`config.mk`:
```
export PLATFORM = sky130hd
export DESIGN_NAME = issue_pick_ooo_reg
export DESIGN_NICKNAME = d
export VERILOG_FILES = /design/src/rtl/issue_pkg.sv /design/src/rtl/issue_age_matrix.sv /design/src/rtl/issue_pick_ooo_reg.sv
export SDC_FILE = /design/constraint.sdc
export NUM_CORES = 1
export LEC_CHECK = 0
export CAP_MARGIN = 30
export CORE_AREA = 3 3 241 243
export DETAILED_ROUTE_END_ITERATION = 10
export DIE_AREA = 0 0 244 246
export GPL_TIMING_DRIVEN = 0
export PLACE_DENSITY = 0.54
export SLEW_MARGIN = 20
export SYNTH_ARGS = -nofsm -noshare
export SYNTH_HDL_FRONTEND = slang
export SYNTH_SLANG_ARGS = --single-unit
```
`constraint.sdc`:
```
create_clock -name clk -period 2.8 [get_ports clk]
set_clock_uncertainty 0.05 [all_clocks]
set_input_delay 0.56 -clock clk [delete_from_list [all_inputs] [get_ports clk]]
set_output_delay 0.56 -clock clk [all_outputs]
set_load 0.02 [all_outputs]
```
`src/rtl/issue_pkg.sv`:
```
// rtl/issue_pkg.sv - shared pipe encodings and pick record for the issue picker
package issue_pkg;

  localparam int PIPE_W = 4;

  localparam logic [PIPE_W-1:0] PIPE_ALU = 4'b0001;
  localparam logic [PIPE_W-1:0] PIPE_MUL = 4'b0010;
  localparam logic [PIPE_W-1:0] PIPE_MEM = 4'b0100;
  localparam logic [PIPE_W-1:0] PIPE_BRU = 4'b1000;

  localparam int DEF_ROB_W = 4;

  typedef struct packed {
    logic [DEF_ROB_W-1:0] dst_rob;
    logic [PIPE_W-1:0]    pipe;
  } issue_pick_t;

endpackage

```
`src/rtl/issue_age_matrix.sv`:
```
// rtl/issue_age_matrix.sv - relative-age matrix with an oldest-of(request) selector
module issue_age_matrix #(
  parameter int ENTRIES = 4
) (
  input  logic                         clk,
  input  logic                         resetn,
  input  logic [ENTRIES-1:0]           i_alloc,
  input  logic [ENTRIES-1:0]           i_valid,
  input  logic [ENTRIES-1:0]           i_req,
  output logic [ENTRIES-1:0]           o_oldest,
  output logic [ENTRIES*ENTRIES-1:0]   o_older
);

  // older_q[i*ENTRIES+j] set means entry i is older than entry j
  logic [ENTRIES*ENTRIES-1:0] older_q, older_d;

  always_comb begin
    older_d = older_q;
    for (int k = 0; k < ENTRIES; k++) begin
      if (i_alloc[k]) begin
        for (int j = 0; j < ENTRIES; j++) older_d[k*ENTRIES+j] = 1'b0;
        for (int i = 0; i < ENTRIES; i++) if (i != k) older_d[i*ENTRIES+k] = 1'b1;
      end
    end
  end

  always_ff @(posedge clk or negedge resetn) begin
    if (!resetn) older_q <= '0;
    else         older_q <= older_d;
  end

  always_comb begin
    o_oldest = '0;
    for (int i = 0; i < ENTRIES; i++) begin
      o_oldest[i] = i_req[i] & i_valid[i];
      for (int j = 0; j < ENTRIES; j++) begin
        if (j != i && i_req[j] && i_valid[j] && older_q[j*ENTRIES+i]) o_oldest[i] = 1'b0;
      end
    end
  end

  assign o_older = older_q;

endmodule

```
`src/rtl/issue_pick_ooo_reg.sv`:
```
// rtl/issue_pick_ooo_reg.sv - oldest-ready issue pick with wakeup, masking and a registered output stage
module issue_pick_ooo_reg
  import issue_pkg::*;
#(
  parameter int ENTRIES   = 4,
  parameter int ROB_W     = 4,
  parameter int PAYLOAD_W = 100,
  localparam int IDX_W    = $clog2(ENTRIES)
) (
  input  logic                           clk,
  input  logic                           resetn,
  input  logic                           snoop_hit,
  input  logic                           bco_valid,
  input  logic [ENTRIES-1:0]             i_alloc,
  input  logic [ENTRIES-1:0]             i_valid,
  input  logic [ENTRIES*ROB_W-1:0]       i_src0_rob,
  input  logic [ENTRIES*ROB_W-1:0]       i_src1_rob,
  input  logic [ENTRIES-1:0]             i_src0_rdy,
  input  logic [ENTRIES-1:0]             i_src1_rdy,
  input  logic                           i_wb_valid,
  input  logic [ROB_W-1:0]               i_wb_rob,
  input  logic [ENTRIES-1:0]             i_load,
  input  logic [ENTRIES-1:0]             i_store,
  input  logic [ENTRIES*PIPE_W-1:0]      i_pipe,
  input  logic [PIPE_W-1:0]              i_pipe_busy,
  input  logic [ENTRIES*ROB_W-1:0]       i_dst_rob,
  input  logic [ENTRIES*PAYLOAD_W-1:0]   i_payload,
  output logic [ENTRIES-1:0]             o_en,
  output logic [IDX_W-1:0]               o_pick,
  output logic                           o_valid,
  input  logic                           i_ready,
  output logic [ROB_W-1:0]               o_dst_rob,
  output logic [PIPE_W-1:0]              o_pipe,
  output logic [PAYLOAD_W-1:0]           o_payload
);

  logic [ENTRIES-1:0]         src0_ok, src1_ok, blk_ld, cand, gnt;
  logic [ENTRIES*ENTRIES-1:0] older;
  logic [IDX_W-1:0]           pick;
  logic                       flush, can_load, issue;

  logic                 valid_q, valid_d;
  logic [ROB_W-1:0]     dst_q, dst_d;
  logic [PIPE_W-1:0]    pipe_q, pipe_d;
  logic [PAYLOAD_W-1:0] payload_q, payload_d;

  // Same-cycle writeback bypass lets a just-woken entry compete in this pick
  always_comb begin
    src0_ok = '0;
    src1_ok = '0;
    blk_ld  = '0;
    cand    = '0;
    for (int i = 0; i < ENTRIES; i++) begin
      src0_ok[i] = i_src0_rdy[i] | (i_wb_valid & (i_wb_rob == i_src0_rob[i*ROB_W +: ROB_W]));
      src1_ok[i] = i_src1_rdy[i] | (i_wb_valid & (i_wb_rob == i_src1_rob[i*ROB_W +: ROB_W]));
      for (int j = 0; j < ENTRIES; j++) begin
        if (j != i && i_valid[j] && i_store[j] && older[j*ENTRIES+i]) blk_ld[i] = i_load[i];
      end
      cand[i] = i_valid[i] & src0_ok[i] & src1_ok[i] & ~i_alloc[i] & ~blk_ld[i]
              & ~|(i_pipe[i*PIPE_W +: PIPE_W] & i_pipe_busy);
    end
  end

  issue_age_matrix #(.ENTRIES(ENTRIES)) u_age (
    .clk      (clk),
    .resetn   (resetn),
    .i_alloc  (i_alloc),
    .i_valid  (i_valid),
    .i_req    (cand),
    .o_oldest (gnt),
    .o_older  (older)
  );

  always_comb begin
    pick = '0;
    for (int i = 0; i < ENTRIES; i++) if (gnt[i]) pick = IDX_W'(i);
  end

  assign flush    = snoop_hit | bco_valid;
  assign can_load = ~valid_q | i_ready;
  assign issue    = (|gnt) & can_load & ~flush & resetn;
  assign o_en     = issue ? gnt : '0;
  assign o_pick   = pick;

  always_comb begin
    valid_d   = valid_q;
    dst_d     = dst_q;
    pipe_d    = pipe_q;
    payload_d = payload_q;
    if (flush) begin
      valid_d = 1'b0;
    end else if (issue) begin
      valid_d   = 1'b1;
      dst_d     = i_dst_rob[pick*ROB_W +: ROB_W];
      pipe_d    = i_pipe[pick*PIPE_W +: PIPE_W];
      payload_d = i_payload[pick*PAYLOAD_W +: PAYLOAD_W];
    end else if (i_ready) begin
      valid_d = 1'b0;
    end
  end

  always_ff @(posedge clk or negedge resetn) begin
    if (!resetn) begin
      valid_q   <= 1'b0;
      dst_q     <= '0;
      pipe_q    <= '0;
      payload_q <= '0;
    end else begin
      valid_q   <= valid_d;
      dst_q     <= dst_d;
      pipe_q    <= pipe_d;
      payload_q <= payload_d;
    end
  end

  assign o_valid   = valid_q;
  assign o_dst_rob = dst_q;
  assign o_pipe    = pipe_q;
  assign o_payload = payload_q;

endmodule

```
# [Yosys cells after proc, flatten, opt, wreduce, memory -nomap -nowiden]
# Index checks and enable logic that the tools add are counted.
[word_totals] input_bits=502 ram_bits=0 output_inout_bits=115 register_bits=121 latchBits=0 mem_count=0 romBits=0 wordCells=173
[op_classes] mux=43 n_eq_ne=8 div_mod_pow=0 bitwise_logic=59 addsub=0 reduce_logical=49 order_cmp=0 multipliers=1 shift=3
[ops] op="$shiftx A400 B10 Y100" n=1
[ops] op="$mux W1" n=36
[ops] op="$and A1 B1 Y1" n=35
[ops] op="$eq A4 B4 Y1" n=8
[ops] op="$logic_and A1 B1 Y1" n=32
[ops] op="$shiftx A16 B5 Y4" n=2
[ops] op="$reduce_or A4 Y1" n=5
[ops] op="$and A4 B4 Y4" n=4
[ops] op="$mux W4" n=4
[ops] op="$reduce_bool A2 Y1" n=6
[ops] op="$not A1 Y1" n=10
[ops] op="$or A1 B1 Y1" n=10
[ops] op="$mul A2 B5 Y7 const B" n=1
[ops] op="$mux W5" n=1
[ops] op="$logic_not A1 Y1" n=4
[ops] op="$mux W2" n=2
[ops] op="$reduce_bool A3 Y1" n=1
[ops] op="$reduce_and A2 Y1" n=1

# [Depth between registers and ports, before layout]
[depth] depth_word=19 depth_mapped=12 depth_no_buf=8

# [Cells and area by module]
# From an unflattened synthesis, not the netlist that was laid out.
[hier_totals] hier_cells=985 area_unflattened_um2=8365.5
[modules_own_cells] module="issue_pick_ooo_reg" n_inst=1 area_per_inst_um2=7815.0 cells_each=927 seq_area_each_um2=2727.6
[modules_own_cells] module="issue_age_matrix" n_inst=1 area_per_inst_um2=550.5 cells_each=58 seq_area_each_um2=300.3

# [Worst setup path after synthesis]
# Ideal clock, no wire load.
[synth_timing] kind="input-to-output" startpoint="input port i_wb_rob[3]" endpoint="output port o_pick[1]" arrival_ns=2.513 n_path_buf=3 path_slack_ns=-0.323 t_required_ns=2.190 stages=10 cell_sequence="buf_4 > xor2_1 > nor3_1 > a31oi_1 > a2111o_1 > o2111a_1 > nor2_1 > buf_2 > clkbuf_1 > inv_1"
[synth_via] elab_chain_cells=15 word_cells_on_any_way=64 classes_between="8 x eq/ne; 8 x mux; 38 x bitwise; 10 x reduce/logical"
[synth_lines] element="from (decl)" line="issue_pick_ooo_reg.sv:21" text="input logic [ROB_W-1:0] i_wb_rob,"
[synth_lines] element="$eq A4 B4 Y1" line="issue_pick_ooo_reg.sv:54" text="src0_ok[i] = i_src0_rdy[i] | (i_wb_valid & (i_wb_rob == i_src0_rob[i*ROB_W +: ROB_W]));"
[synth_lines] element="$and A1 B1 Y1" line="issue_pick_ooo_reg.sv:54"
[synth_lines] element="$or A1 B1 Y1" line="issue_pick_ooo_reg.sv:54"
[synth_lines] element="$and A1 B1 Y1 (4 in a row)" line="issue_pick_ooo_reg.sv:59" text="cand[i] = i_valid[i] & src0_ok[i] & src1_ok[i] & ~i_alloc[i] & ~blk_ld[i]"
[synth_lines] element="$and A1 B1 Y1" line="issue_pick_ooo_reg.sv:60" text="& ~|(i_pipe[i*PIPE_W +: PIPE_W] & i_pipe_busy);"
[synth_lines] element="$logic_and A1 B1 Y1 (2 in a row)" line="issue_age_matrix.sv:37" text="if (j != i && i_req[j] && i_valid[j] && older_q[j*ENTRIES+i]) o_oldest[i] = 1'b0;"
[synth_lines] element="$mux W1 (3 in a row)" line="issue_age_matrix.sv:37"
[synth_lines] element="$mux W2" line="issue_pick_ooo_reg.sv:76" text="for (int i = 0; i < ENTRIES; i++) if (gnt[i]) pick = IDX_W'(i);"
[synth_lines] element="$mux W2 *" line="issue_pick_ooo_reg.sv:76"
[synth_lines] element="to (decl)" line="issue_pick_ooo_reg.sv:29" text="output logic [IDX_W-1:0] o_pick,"
# Every way passes the cells marked *; elsewhere a longest branch is shown, timed or not.

# [Final worst setup path]
[layout_timing] startpoint="input port i_src0_rob[13]" endpoint="register payload_q[23], in the netlist o_payload[23]"
[layout_via] elab_chain_cells=17 word_cells_on_any_way=29 classes_between="1 x mul; 1 x eq/ne; 1 x shift; 9 x mux; 11 x bitwise; 6 x reduce/logical"
[layout_lines] element="from (decl)" line="issue_pick_ooo_reg.sv:16" text="input logic [ENTRIES*ROB_W-1:0] i_src0_rob,"
[layout_lines] element="$eq A4 B4 Y1 *" line="issue_pick_ooo_reg.sv:54"
[layout_lines] element="$and A1 B1 Y1 *" line="issue_pick_ooo_reg.sv:54"
[layout_lines] element="$or A1 B1 Y1 *" line="issue_pick_ooo_reg.sv:54"
[layout_lines] element="$and A1 B1 Y1 * (4 in a row)" line="issue_pick_ooo_reg.sv:59"
[layout_lines] element="$and A1 B1 Y1 *" line="issue_pick_ooo_reg.sv:60"
[layout_lines] element="parallel branches: the longest is 9 deep, another holds $mul A2 B5 Y7"
[layout_lines] element="to (signal assigned)" line="issue_pick_ooo_reg.sv:112" text="payload_q <= payload_d;"
[layout_lines] element="to (decl)" line="issue_pick_ooo_reg.sv:45" text="logic [PAYLOAD_W-1:0] payload_q, payload_d;"
# Every way passes the cells marked *.
# A chain may end at the register's enable or synchronous reset.

==> results.toml <==
[yosys]
yosys_warnings = 0
synth_edf_count = 0
ys_seq_area_share_pct = 36.5
synth_area_leaders = "dfrtp_1 36%, a222oi_1 13%, mux2i_1 13%"
synth-simple-area-share_pct = 3.84
synth_xor_area_share_pct = 3.37
synth_compound_area_share_pct = 15.9
synth.largest_area_cell = "dfrtp_1"
synth_cells = 751
synth_top_area_share_pct = 36.5
ys_async_sr_fraction_pct = 100
synth_cell_type_count = 36
synth_top_family_by_area = "multiplexers"
synth_adder_area_share_pct = 0
syn-num-nets = 1253
synth-seq-cells = 121
synth_ff_type = "dfrtp_1"
postSynthAreaPerCell_um2 = 11.1
synthesis.area_um2 = 8310
synth.area.mux_share_pct = 30.7

[power_and_ir_drop]
sw_frac_of_total_pct = 31.5
vdd_drop_max_mv = 0.453
p_int_uw = 5150
leakage_uw = 0.00748
p_switching_uw = 2370
clkPwrFrac_pct = 30.3
pwr-share-comb_pct = 38.8
seq_power_share_pct = 30.8
power_density_nw_per_um2 = 432
total_power_uw = 7520

[die]
start_util_pct = 14.8
io_pins = 617
dieArea_um2 = 60000
die_h_um = 246
core-area_um2 = 56200
fp.dieW_um = 244
fp-row-count = 87

[clock_network]
clkSinkCount = 121
root_buffer = "clkbuf_16"
numCtsBuffers = 17
clkTransAtPathRegs_ns = 0.06
cts_max_path_buffers = 2
cts_tree = "done"
htree_levels = 4
clk-insertion-delay-late_ns = 0.47

[cells_and_area]
finalNonFillerCells = 2216
area_growth_pct = 110
final_core_util_pct = 31.0
insertedDiodeCount = 0
fin_area_um2 = 17400
final_nets = 1949
drive_gt1_share_pct = 20.9

[sta]
fmax_mhz = 285
rsz0062_at_grt = "true"
hold_viol_final = 0
worst_pin_slew_ns = 0.764
setup_viol = 115
period_needed_ns = 3.50
slew_headroom_pct = 49.1
slew_violations = 0
setup_tns_ns = -57.08
fin_ws_ns = -0.704
fin_crit_sh_pct = 125

[worst_setup_path]
start_kind = "primary input"
worstSetupPathType = "in -> reg"
slowest_stage = "a222oi_1"
critPathCaptureType = "flip-flop"
path_max_fanout = 4
crit_top_cell = "buf_12"
cp.required_ns = 3.06
cp_data_arrival_time_ns = 3.76
max_stage_delay_ns = 0.64
worstPathCellList = "clkdlybuf4s50_1 -> xor2_1 -> nor3_1 -> a31o_2 -> and3_4 -> a2111o_1 -> buf_12 -> buf_12 -> buf_12 -> mux2_4 -> a222oi_1 -> mux2i_1"

[detailed_routing]
vias = 9430
wl_per_cell_um = 22.7
routed_wl_um = 50400
first_pass_iters = 9
ant_nets = 0
first_iter_violations = 865
drc = 0
viasPerCell = 4.26

[global_routing]
grt_max_degree = 71
grt-ovfl-total = 0
grtUsageTotal_pct = 15.8
grt_antenna_before_repair = 1
grt_first_pass_wirelength_um = 68100
grt_pass1_vias = 10000

[placement]
hpwl_um = 38600
io_buffers = 611
dpl_cell_area_um2 = 15500
dpl.cell_count = 2119
place.gp.congestion = 0.921

[worst_hold_path]
hold_class = "in -> reg"

[flow_run]
max-cap-violations = 0

[run_status]
failed_checks = "setup timing"
status = "finished with violations"
[power groups by stage]
stage / sequential (uW) / clock, uW / combinational, uW
after detailed placement: 2340 / 0 / 2840
final: 2320 / 2280 / 2920
after global placement: 2330 / 0 / 2830
after global routing: 2360 / 2450 / 3100
after CTS: 2320 / 2380 / 2890
after floorplan: 2750 / 0 / 638
[cells in the mapped netlist (4+ instances only)]
cell type / number
buf_2: 16
a31o_2: 5
buf_4: 4
nand3_1: 18
a222oi_1: 112
mux2_4: 68
nand2_1: 5
nor3_1: 8
xnor2_1: 9
buf_6: 12
dfrtp_1: 121
nor2_1: 15
nand4_1: 7
a21oi_1: 5
mux2_1: 30
a21o_1: 5
mux2i_1: 108
mux2_2: 10
xor2_1: 23
inv_1: 116
buf_1: 4
clkbuf_1: 29
[per-stage QoR]
stage	setup WS [ns]	hold WS [ns]
after floorplan	-0.177	0.214
after global placement	-7.08	0.456
after detailed placement	-2.22	0.443
after CTS	-0.709	0.453
after global routing	-0.750	0.410
final	-0.704	0.418
[placed cells by master (no fill, tap or decap), types with 3 or more instances in the layout]
cell             Yosys  routed
clkbuf_2             0      12
buf_16               0       5
mux2_4              68      98
xor2_1              23      23
dlygate4sd2_1        0       8
nand3_1             18      16
nor3_1               8       8
buf_8                0      11
nand2_1              5       5
a21oi_2              0       4
clkdlybuf4s50_1      0     583
nor2_1              15      12
clkbuf_4             0       3
mux2i_1            108     108
mux2_2              10      10
dfrtp_1            121     121
clkbuf_1            29       7
buf_4                4      29
inv_1              116     115
clkbuf_8             0       3
a31o_2               5       5
nand4_1              7       7
a21o_1               5       5
xnor2_1              9       9
clkbuf_16            0      24
clkinv_4             0       3
bufinv_16            0       3
buf_2               16      14
clkinv_2             0       4
buf_6               12      35
buf_12               0      25
a222oi_1           112     112
[critical path: cells and delay by family]
| kind | cells | cell delay [ns] |
|---|---|---|
| muxes | 2 | 0.50 |
| xor gates and xnor gates | 1 | 0.18 |
| and+or+nand+nor | 2 | 0.23 |
| AOI/OAI and AO/OA | 3 | 1.35 |
| buffers and inverters | 4 | 0.92 |
[per-layer routing]
layer / vias to the layer above / routed length (um) / global-route usage (%)
li1: 4266 / - / -
met1: 4542 / 19200 / 17.5
met2: 567 / 25600 / 28.3
met3: 55 / 4150 / 4.68
met4: 0 / 1460 / 6.04
met5: - / 0 / 0
[worst paths after layout]
path	start	to	slack, ns	depth (start not counted)
max	i_src0_rob[13]	o_payload[23]	-0.70	12
min	i_pipe[14]	o_pipe[2]	0.42	3
max reg2reg	u_age.o_older[13]	o_payload[23]	-0.43	10
min reg2reg	o_payload[6]	o_payload[6]	0.47	2
max in group asynchronous	resetn	o_payload[92]	1.55	3
min in group asynchronous	resetn	o_payload[27]	0.73	3
[area by class of cell]
class	count	area, um2
Fill cell	5859	38800
Buffer	65	776
Tap cell	756	946
Multi-Input combinational cell	449	4680
Timing Repair Buffer	677	6960
Clock buffer	20	437
Sequential cell	121	3030
Clock inverter	12	151
Inverter	116	438
[cell families (layout without fill, tap and decap cells)]
kind of cell | count (synthesis) | count (layout)
multiplexers | 216 | 216
flip-flops | 121 | 121
XOR/XNOR | 32 | 32
AO/OA/AOI/OAI | 138 | 138
AND/OR/NAND/NOR | 63 | 63
buffers and inverters | 181 | 890
[what timing repair did]
action / 4_1_cts / 5_1_grt
endpoints found under the hold margin: 52 / 0
cloned: 2 / 4
hold buffers: 2 / 0
pin swaps: 106 / 70
resized for setup: 212 / 110
buffers inserted: 29 / 31
setup endpoints to repair: 115 / 115
[state kept, by name (all words and copies together), names as in the netlist]
register       count
o_dst_rob          4
o_payload        100
u_age.o_older     12
o_valid            1
o_pipe             4
No activity file was read; power rests on OpenSTA's default activity.
